===== config.mk =====
export PLATFORM = sky130hd
export DESIGN_NAME = pipe_cpu_fwd
export DESIGN_NICKNAME = d
export VERILOG_FILES = /design/src/rtl/pipe_cpu_fwd.sv
export SDC_FILE = /design/constraint.sdc
export NUM_CORES = 1
export LEC_CHECK = 0
export ABC_AREA = 1
export CORE_UTILIZATION = 35
export DETAILED_ROUTE_END_ITERATION = 8
export PLACE_DENSITY_LB_ADDON = 0.05
export SLEW_MARGIN = 20
export SYNTH_ARGS = -nofsm -noshare
export SYNTH_HDL_FRONTEND = slang
export SYNTH_SLANG_ARGS = --single-unit

===== constraint.sdc =====
create_clock -name clk -period 5.58 [get_ports clk]
set_input_delay 0.558 -clock clk [delete_from_list [all_inputs] [get_ports clk]]
set_output_delay 0.558 -clock clk [all_outputs]
set_load 0.05 [all_outputs]

===== src/rtl/pipe_cpu_fwd.sv =====
// Four-stage (IF/ID/EX/WB) 16-bit-instruction CPU with full operand forwarding in ID.
// Never stalls on data hazards; HALT drains the pipeline and freezes fetch.
module pipe_cpu_fwd #(
  parameter int unsigned DW       = 8,
  parameter int unsigned IM_DEPTH = 16,
  parameter int unsigned DM_DEPTH = 16,
  localparam int unsigned AW      = $clog2(IM_DEPTH),
  localparam int unsigned DAW     = $clog2(DM_DEPTH)
) (
  input  logic          clk,
  input  logic          reset,
  input  logic          run,
  input  logic          prog_we,
  input  logic [AW-1:0] prog_addr,
  input  logic [15:0]   prog_data,
  input  logic [3:0]    dbg_addr,
  output logic [DW-1:0] dbg_data,
  output logic [AW-1:0] pc,
  output logic          retire,
  output logic          halted
);

  typedef enum logic [3:0] {
    OpAdd   = 4'h0,
    OpSub   = 4'h1,
    OpLoad  = 4'h2,
    OpStore = 4'h3,
    OpLdi   = 4'h4,
    OpAnd   = 4'h5,
    OpOr    = 4'h6,
    OpXor   = 4'h7,
    OpHalt  = 4'hF
  } op_e;

  function automatic logic writes_rd(input logic [3:0] op);
    return op inside {OpAdd, OpSub, OpLoad, OpLdi, OpAnd, OpOr, OpXor};
  endfunction

  logic [15:0]   imem [IM_DEPTH];
  logic [DW-1:0] dmem [DM_DEPTH];
  logic [DW-1:0] rf   [16];

  logic [AW-1:0] pc_q;
  logic          halted_q;

  logic          ifid_valid;
  logic [15:0]   ifid_instr;

  logic          idex_valid;
  logic [3:0]    idex_op;
  logic [3:0]    idex_rd;
  logic [DW-1:0] idex_a;
  logic [DW-1:0] idex_b;
  logic [DW-1:0] idex_imm;

  logic          exwb_valid;
  logic          exwb_we;
  logic          exwb_halt;
  logic [3:0]    exwb_rd;
  logic [DW-1:0] exwb_res;

  // ID decode
  logic [3:0]    id_op, id_rd, id_rs1, id_rs2;
  logic [DW-1:0] id_a, id_b;
  logic          id_halt;

  assign id_op   = ifid_instr[15:12];
  assign id_rd   = ifid_instr[11:8];
  assign id_rs1  = ifid_instr[7:4];
  assign id_rs2  = ifid_instr[3:0];
  assign id_halt = ifid_valid && (id_op == OpHalt);

  // EX
  logic [DW-1:0] ex_res;
  logic          ex_we, ex_halt, ex_store;

  assign ex_we    = idex_valid && writes_rd(idex_op);
  assign ex_halt  = idex_valid && (idex_op == OpHalt);
  assign ex_store = idex_valid && (idex_op == OpStore);

  always_comb begin
    ex_res = '0;
    case (idex_op)
      OpAdd:   ex_res = idex_a + idex_b;
      OpSub:   ex_res = idex_a - idex_b;
      OpLoad:  ex_res = dmem[idex_a[DAW-1:0]];
      OpLdi:   ex_res = idex_imm;
      OpAnd:   ex_res = idex_a & idex_b;
      OpOr:    ex_res = idex_a | idex_b;
      OpXor:   ex_res = idex_a ^ idex_b;
      default: ex_res = '0;
    endcase
  end

  // Later assignments win: EX result overrides WB result overrides the register file.
  always_comb begin
    id_a = rf[id_rs1];
    id_b = rf[id_rs2];
    if (exwb_valid && exwb_we && exwb_rd == id_rs1) id_a = exwb_res;
    if (exwb_valid && exwb_we && exwb_rd == id_rs2) id_b = exwb_res;
    if (ex_we && idex_rd == id_rs1) id_a = ex_res;
    if (ex_we && idex_rd == id_rs2) id_b = ex_res;
  end

  // Fetch stays stopped from HALT reaching ID until reset.
  logic fetch_stop;
  assign fetch_stop = halted_q || id_halt || ex_halt || (exwb_valid && exwb_halt);

  always_ff @(posedge clk or posedge reset) begin
    if (reset) begin
      pc_q       <= '0;
      halted_q   <= 1'b0;
      ifid_valid <= 1'b0;
      ifid_instr <= '0;
      idex_valid <= 1'b0;
      idex_op    <= '0;
      idex_rd    <= '0;
      idex_a     <= '0;
      idex_b     <= '0;
      idex_imm   <= '0;
      exwb_valid <= 1'b0;
      exwb_we    <= 1'b0;
      exwb_halt  <= 1'b0;
      exwb_rd    <= '0;
      exwb_res   <= '0;
      for (int i = 0; i < 16; i++) rf[i] <= '0;
    end else if (run) begin
      if (fetch_stop) begin
        ifid_valid <= 1'b0;
      end else begin
        pc_q       <= pc_q + AW'(1);
        ifid_valid <= 1'b1;
        ifid_instr <= imem[pc_q];
      end

      idex_valid <= ifid_valid;
      idex_op    <= id_op;
      idex_rd    <= id_rd;
      idex_a     <= id_a;
      idex_b     <= id_b;
      idex_imm   <= DW'(ifid_instr[7:0]);

      exwb_valid <= idex_valid;
      exwb_we    <= ex_we;
      exwb_halt  <= ex_halt;
      exwb_rd    <= idex_rd;
      exwb_res   <= ex_res;

      if (ex_halt) halted_q <= 1'b1;
      if (exwb_valid && exwb_we) rf[exwb_rd] <= exwb_res;
    end
  end

  // Memories are deliberately not reset.
  always_ff @(posedge clk) begin
    if (!run && prog_we) imem[prog_addr] <= prog_data;
  end

  always_ff @(posedge clk) begin
    if (run && ex_store) dmem[idex_a[DAW-1:0]] <= idex_b;
  end

  assign dbg_data = rf[dbg_addr];
  assign pc       = pc_q;
  assign retire   = run && exwb_valid;
  assign halted   = halted_q;

endmodule


### Yosys cells after proc, flatten, opt, wreduce, memory -nomap -nowiden

Memories as Yosys holds them, arrays and structs flattened. A register that Yosys moved wholly into a read port is not among the register bits.
Cells that the tools add are included.

* memories kept: 2
* register bits: 182
* bits in writable memories: 384
* output and inout port bits: 14

Memories
* imem: depth 16, bits a word 16, rd ports 1, clocked after memory_dff 1, write ports 1, RTL line 39 `logic [15:0] imem [IM_DEPTH];`
* dmem: depth 16, bits a word 8, rd ports 1, clocked after memory_dff 0, write ports 1, RTL line 40 `logic [DW-1:0] dmem [DM_DEPTH];`

* $lt $le $gt $ge: 5
* bitwise logic cells: 8
* $add $sub $neg: 3
* eq/ne operators: 13
* mux-type cells: 22
* reduce and logical (&&, ||, !) cells: 23

Operators by type and width (number)
* $bwmux 128: 1
* $bmux 8 s4: 3
* $mux 8: 11
* $pmux 8 s7: 1
* $demux 8 s4: 1
* $ge 5x5->1 const B: 4
* $not 4->5: 4
* $eq 4x3->1 const B: 4
* $eq 4x4->1: 4
* $logic_and 1x1->1: 14
* $add 8x8->8: 1
* $and 8x8->8: 1
* $eq 4x2->1 const B: 2
* $eq 4x4->1 const B: 2
* $or 8x8->8: 1
* $sub 8x8->8: 1
* $xor 8x8->8: 1
* $reduce_bool 7->1: 1
* $reduce_and 2->1: 3
* $lt 5x1->1 const B: 1
* $mux 1: 5
* $add 4x1->4 const B: 1
* $eq 4x1->1 const B: 1
* $logic_not 4->1: 1
* other kinds (3): 5

### Longest topological paths before layout

Gate-level depths: netlist of run 1.

* depth in word-level cells: 7
* depth in mapped cells: 17
* depth with buffers taken out: 17

### Worst setup path before layout of run 1

Ideal clock, no wire load.

* path kind: input to output
* start: input dbg_addr[0]
* end: output dbg_data[2]
* path slack: 2.553 ns
* required time: 5.022 ns
* stages: 6
* arrival: 2.469 ns
* cell sequence: clkbuf_1 > clkbuf_1 > o21ai_0 > a21oi_1 > o22ai_1 > o21ai_0

* cells in the longest elaborated chain, start to end: 4

RTL lines
* from (decl): RTL line 16 `input logic [3:0] dbg_addr,`
* $not 4->5 (not written as such): RTL line 163 `assign dbg_data = rf[dbg_addr];`
* $bmux 8 s4: RTL line 163
* $mux 8 (not written as such) (2 in series): RTL line 163
* to (decl): RTL line 17 `output logic [DW-1:0] dbg_data,`

No other way between the ends. The select of a mux whose other input is x is not followed.

### Worst setup path after layout of run 1

* start: input dbg_addr[2]
* end: output dbg_data[3]

Same word-level chain as after synthesis.

==> results.md, run 1 <==
- Grt total ovfl: 0
- Post-route DRC: 0
- CTS Sinks: approximately 580
- Synth Net Count: 2991
- CTS clk-pin slew, worst paths: 0.06 ns
- Post-CTS setup repair buffer count: 0
- Antenna Cells: 0
- H-tree depth: 3
- Final Hold Viols: 0
- WP data arrival: 3.62 ns
- Worst setup startpoint: dbg_addr[2]
- Slew HR: 25.73%
- R2r setup slk: 2.07 ns
- Vias per cell: 5.361
- Clock latency on the worst-skew pair: 0.63 ns
- Die Y: 283.0 um
- Input/output buffers: 41
- Post-route minimum period: around 4.2 ns
- Initial antenna violation count: 0
- Final core utilization: 40.11%
- Top-count cell post-synth: nand2_1
- Drt initial violations: 1879
- Final period util: around three quarters
- Reg-to-Reg End: idex_b[2]
- 1st-pass router iterations: 6
- Die ar.: 0.08011 sq mm
- Antenna Nets Post-Route: 0
- Sequential share of power: 47.3%
- Worst Skew: 0.02157 ns
- VDD IR max: 0.0002380 V
- Comb pwr share: under 10%
- Root Buffer: clkbuf_16
- Crit path required time: 5.02 ns
- Fraction of registers with async set/reset: 34.02%
- Routability Congestion: 0.8736
- Setup TNS Final: 0 ns
- Pwr Density: 320.2 mW/mm^2
- CP Capture Type: primary output
- Worst path cell trace: clkdlybuf4s50_1, inv_1, nand2_1, o221ai_1, nand2_1, clkdlybuf4s50_1
- CTS Buffer Depth: 3
- Core area: 0.07785 sq mm
- Clock network power share: between 40% and 50%
- Path type of the worst min-delay path: primary input to register
- Worst-margin pin slew: 1.107 ns
- Top post-synthesis cells by count: 666 x nand2_1, 384 x edfxtp_1, 326 x o21ai_0
- First-pass GRT wire length: 131.5 mm
- Post-DP HPWL: approximately 52 mm
- Synth Register Bits: 582
- Worst path depth: 6
- Synth top area share: 41.71%
- Worst setup path endpoint: dbg_data[3]
- Routed len/inst: roughly 22 um
- Routed wire length: 87.41 mm
- Psw: 2.405 mW
- Placed inst area: 0.02885 sq mm
- Largest net degree at the start of global routing: around 140
- RSZ-0062 raised after global routing: no
- Die Width: 283.0 um
- Crit Path Class: primary input to primary output
- PostCTS Resize Cnt: 0
- P&R area growth vs syn: 12.96%
- CP max-delay cell: clkdlybuf4s50_1
- Share of layout cells above drive strength 1: 6.750%
- Crit path buffers/inverters: 3
- Max incr delay on CP: 0.95 ns
- Sequential area share after synthesis: between 50% and 60%
- Mapped cell area: between 0.02 and 0.03 sq mm
- Final setup violation count: 0
- EDFF count, synth: 384
- Dpl ws: 1.459 ns
- Syn Inst Count: 2937
- Maxcap violations: 0
- Ys Warns: 0
- # IOs: 42
- Initial Util: 35.51%
- Fin area: 0.03123 sq mm
- Leading area contributor after synthesis: edfxtp_1
- Total GRT Usage: 21.57%
- Core Rows: 102
- Syn Area/Cell: 9.412 sq um
- Fin Hold WS: ~0.25 ns
- Cts hold-fix bufs: 0
- LEAKAGE: 12.09 nW
- CP Launch Type: primary input
- Internal power of the cells: 7.593 mW
- Cell variety after synth: 42
- Critical-path maximum fanout: 21
- Nets: 2951
- Worst Reg-to-Reg Cells: 8
- Largest delay contributor family on the critical path: buffers and inverters
- Synth Flop Type: edfxtp_1
- PnR worst setup slack: between 1 and 1.5 ns
- Switching Share: between 20% and 30%
- Synth top area cells: edfxtp_1 42%, dfrtp_1 18%, nand2_1 9.0%, o21ai_0 5.9%, nand3_1 4.2%
- Vias in the first global route: 20500
- Pins Over Slew Limit: 0
- Worst R2R Start: ifid_instr[1]
- Hold Path Stages: 3
- CTS buffer count: 72
- TritonCTS clock tree: done
- Max Fclk: approximately 240 MHz
- Run status: finished clean
- Routed vias: between 20000 and 25000
==> worst min path at each step <==
stage / start / endpoint / slack (ns)
finish: run / exwb_valid / 0.25
global route: run / exwb_valid / 0.26
CTS: run / exwb_valid / 0.22
detailed placement: ifid_instr[8] / idex_rd[0] / 0.47
global placement: ifid_instr[8] / idex_rd[0] / 0.46
floorplan: ifid_instr[10] / ifid_instr[10] / 0.45
==> per-layer routing <==
metal	vias up	part of all wire, %	GRT usage, %
li1	10140	-	-
met1	10540	46	30.00
met2	565	47	35.03
met3	136	4.5	2.456
met4	0	2.6	7.038
met5	-	0	0
==> state kept, by name, indices dropped and copies added, names as in the netlist <==
name / count
idex_rd: 4
idex_valid: 1
exwb_we: 1
ifid_valid: 1
exwb_valid: 1
idex_imm: 8
dmem: 128
imem: 256
idex_a: 8
exwb_res: 8
idex_op: 4
ifid_instr: 16
rf: 128
exwb_rd: 4
idex_b: 8
exwb_halt: 1
pc: 4
halted: 1
==> cells by family after synthesis <==
family	count (synthesis)	synth area share, %
XOR/XNOR	16	0.5070
flip-flops	582	59.64
adder cells (fa/ha/maj)	26	1.204
AND/OR/NAND/NOR	1190	17.84
buffers and inverters	381	5.658
AO/OA/AOI/OAI	742	15.15
==> worst reg2reg max path, delay by kind of cell, from the launching register on <==
family / cells / cell delay [ns]
simple gates: 3 / 0.65
flops: 1 / 0.34
compound gates: 3 / 0.76
buf+inv: 2 / 1.64
==> layout make-up <==
cell class,count,area (sq um)
Inverter,187,709.4
Multi-Input combinational cell,1974,9643
Tap cell,1040,1301
Timing Repair Buffer,80,715.7
Clock inverter,31,429.2
Clock buffer,94,1924
Sequential cell,582,16500
Fill cell,7713,46620
==> power by group through the flow <==
stage | registers, mW | clock network, mW | logic (mW)
after CTS | 4.73 | 4.78 | 0.617
after global placement | 4.81 | 0 | 0.610
after detailed placement | 4.82 | 0 | 0.615
final | 4.73 | 4.66 | 0.607
after global routing | 4.74 | 4.93 | 0.677
after floorplan | 4.79 | 0 | 0.373
==> cell usage in the layout, fill, tap and decap left out, types with 3 or more instances in the layout <==
cell	n
a211oi_1	3
dfrtp_1	190
dfrtp_4	3
o22ai_1	33
inv_2	13
clkbuf_1	18
nor2_2	18
xor2_1	15
clkbuf_16	72
dfrtp_2	5
a21oi_1	133
clkinv_8	3
clkdlybuf4s50_1	38
nor2_4	4
nand3_1	234
nand3_2	4
o21ai_0	326
ha_1	25
nand4_1	27
edfxtp_1	384
nor3_1	4
nand2_1	666
clkinv_2	8
o21ai_1	100
clkinv_1	11
o211ai_1	97
o2bb2ai_1	3
bufinv_16	7
nor2_1	223
o221ai_1	42
inv_1	168
clkbuf_8	4
buf_4	38
==> per-stage QoR <==
step / power, mW / instances
5_1_grt: 10.34 / 3988
6_report: 9.998 / 3988
3_3_place_gp: 5.425 / 3862
3_5_place_dp: 5.432 / 3862
2_1_floorplan: 5.165 / 2937
4_1_cts: 10.12 / 3987
Power figures use the tool's default switching activity.
==> inputs of run 2 (changes only) <==
Clock period 5.58 ns to 3.68 ns, I/O delays scaled along.
==> run 2 against run 1 <==
Compared with the run above: via count shrank 0.46%; die area is the same; clock skew grew 0.0089 ns; clock-buffer cell count grew 2; combinational power grew 58%; largest power group unchanged; critical path depth grew 1; sequential share of layout area shrank 0.28 points; largest cell class unchanged.
==> results.md, run 2 (same netlist as run 1, synthesis figures left out) <==
- Area of the multi-input gates: 0.009633 sq mm (-0.10%)
- TritonCTS clock tree: done
- Final period util: 86.38%
- Most flops, register: imem
- Crit path buffers/inverters: 2 (-1)
- Drt initial violations: 2082 (+11%)
- Worst path cell trace: inv_1, nor2_1, a21oi_1, o21ai_0, o221ai_1, nand2_1, clkdlybuf4s50_1
- Share of layout cells above drive strength 1: 7.625% (+0.87 points)
- Placed inst area: 0.02918 sq mm (+1.1%)
- Design Power: 14.76 mW (+48%)
- Die Width: 283.0 um (unchanged)
- CTS buffer count: 69 (-4.2%)
- Max incr delay on CP: 0.81 ns (-0.14 ns)
- CP Launch Type: register
- Total GRT Usage: 22.29% (+0.72 points)
- Non-Filler Instances: 4018 (+0.75%)
- Root Buffer: clkbuf_16
- Routed len/inst: 22.21 um (+1.3%)
- Worst Reg-to-Reg Cells: 5 (-3)
- Worst setup startpoint: rf[79]
- H-tree depth: 3 (unchanged)
- Core area: 0.07785 sq mm (unchanged)
- Hold Crit Start: run
- Post-DP HPWL: 57.35 mm (+9.4%)
- Worst Skew: 0.03049 ns (+0.008923 ns)
- Run status: finished clean
- Post-CTS setup repair buffer count: 0 (unchanged)
- RSZ-0062 raised after global routing: no
- Largest net degree at the start of global routing: 135 (unchanged)
- First-pass GRT wire length: 135.3 mm (+2.9%)
- Vias per cell: 5.296 (-1.2%)
- Post-route DRC: 0 (unchanged)
- Die Y: 283.0 um (unchanged)
- 1st-pass router iterations: 5 (-1)
- Die ar.: 0.08011 sq mm (unchanged)
- Initial antenna violation count: 0 (unchanged)
- Critical-path maximum fanout: 3 (-86%)
- Vias in the first global route: 20630 (+0.63%)
- Final setup violation count: 0 (unchanged)
- Final Hold Viols: 0 (unchanged)
- Routed wire length: 89.25 mm (+2.1%)
- Worst path depth: 7 (+1)
- Slew HR: 30.21% (+4.5 points)
- Pins Over Slew Limit: 0 (unchanged)
- Max reg flops: 256 (unchanged)
- Maxcap violations: 0 (unchanged)
- Cts hold-fix bufs: 0 (unchanged)
- Clock latency on the worst-skew pair: 0.63 ns (about the same)
- PostCTS Resize Cnt: 0 (unchanged)
- Placed cell count: 3893 (+0.80%)
- Nets: 2978 (+0.91%)
- Setup TNS Final: 0 ns (unchanged)
- Grt total ovfl: 0 (unchanged)
- Antenna Nets Post-Route: 0 (unchanged)
- Most frequent cells in the layout: 666 x nand2_1, 384 x edfxtp_1, 326 x o21ai_0, 234 x nand3_1, 223 x nor2_1
- WP data arrival: 2.81 ns (-0.81 ns)
- Input/output buffers: 41 (unchanged)
- CP Capture Type: primary output
- Crit Path Class: register to primary output
- Pwr Density: 470.3 mW/mm^2 (+47%)
- Worst R2R Start: idex_op[3]
- Largest delay contributor family on the critical path: buffers and inverters
- LEAKAGE: 12.23 nW (+1.1%)
- # IOs: 42 (unchanged)
- VDD IR max: 0.0003996 V (+68%)
- Fin area: 0.03139 sq mm (+0.53%)
- Seq. cell area: 0.01650 sq mm (unchanged)
- Hold Path Stages: 3 (unchanged)
- CTS Buffer Depth: 3 (unchanged)
- P&R area growth vs syn: 13.56%
- Post-route minimum period: 3.179 ns
- CTS clk-pin slew, worst paths: 0.06 ns (about the same)
- Core Rows: 102 (unchanged)
- Layout fillers: 7710 (-0.039%)
- Routed vias: 21280 (-0.46%)
- Initial Util: 35.51% (unchanged)
- Worst-margin pin slew: 1.040 ns (-0.06677 ns)
- Max Fclk: 314.6 MHz
- Crit path required time: 3.31 ns (-1.71 ns)
- CTS Sinks: 582 (unchanged)
- Most common cell after layout, fill and taps aside: nand2_1
- CP max-delay cell: clkdlybuf4s50_1
- Path type of the worst min-delay path: primary input to register
- Routability Congestion: 0.9199 (+5.3%)
run 2: cell count changes in the layout (fill, tap and decap cells not counted), sizes merged:
cell / previous run / this run
clkinv: 25 / 28
buf: 42 / 72
bufinv: 7 / 2
clkinvlp: 2 / 1
diode: 0 / 1
clkbuf: 94 / 96
run 2: through the flow:
stage               setup slack, ns  hold WS (ns)  util [%]
floorplan                    0.7516        0.4492         -
global placement             0.6544        0.4635     37.48
detailed placement           0.5943        0.4728     37.48
CTS                          0.4138        0.1757     40.32
global route                 0.3003        0.2184     40.32
finish                       0.5011        0.2085     40.32
run 2: cell type report:
cell class | instances | area share (%)
Sequential cell | 582 | 52.57
Multi-Input combinational cell | 1974 | 30.69
Clock buffer | 96 | 6.110
Tap cell | 1040 | 4.145
Timing Repair Buffer | 110 | 3.276
Inverter | 187 | 2.260
Clock inverter | 28 | 0.9406
Antenna cell | 1 | 0.007972
run 2: tightest hold or removal path: cells and delay by family:
| family | cells | cell delay (ns) |
|---|---|---|
| compound gates | 1 | 0.07 |
| simple gates | 1 | 0.10 |
| buf+inv | 1 | 0.23 |
run 2: worst paths after layout:
| path | endpoint | slack (ns) |
|---|---|---|
| worst max register to register | dmem[2][7] | 0.80 |
| worst min-delay path | idex_valid | 0.21 |
| min in group asynchronous | rf[118] | 0.32 |
| max in group asynchronous | pc[0] | 2.50 |
| worst min register to register | idex_rd[1] | 0.48 |
| worst max-delay path | dbg_data[7] | 0.50 |
run 2: layer usage:
metal,part of all wire [%],track usage (%)
met1,46,31.77
met2,46,35.32
met3,5.1,3.140
met4,2.5,6.223
met5,0,0
run 2: where the power goes:
| part | switching, mW | internal [mW] |
|---|---|---|
| clock | 2.81 | 3.83 |
| sequential | 0.0801 | 7.08 |
| combinational | 0.730 | 0.229 |
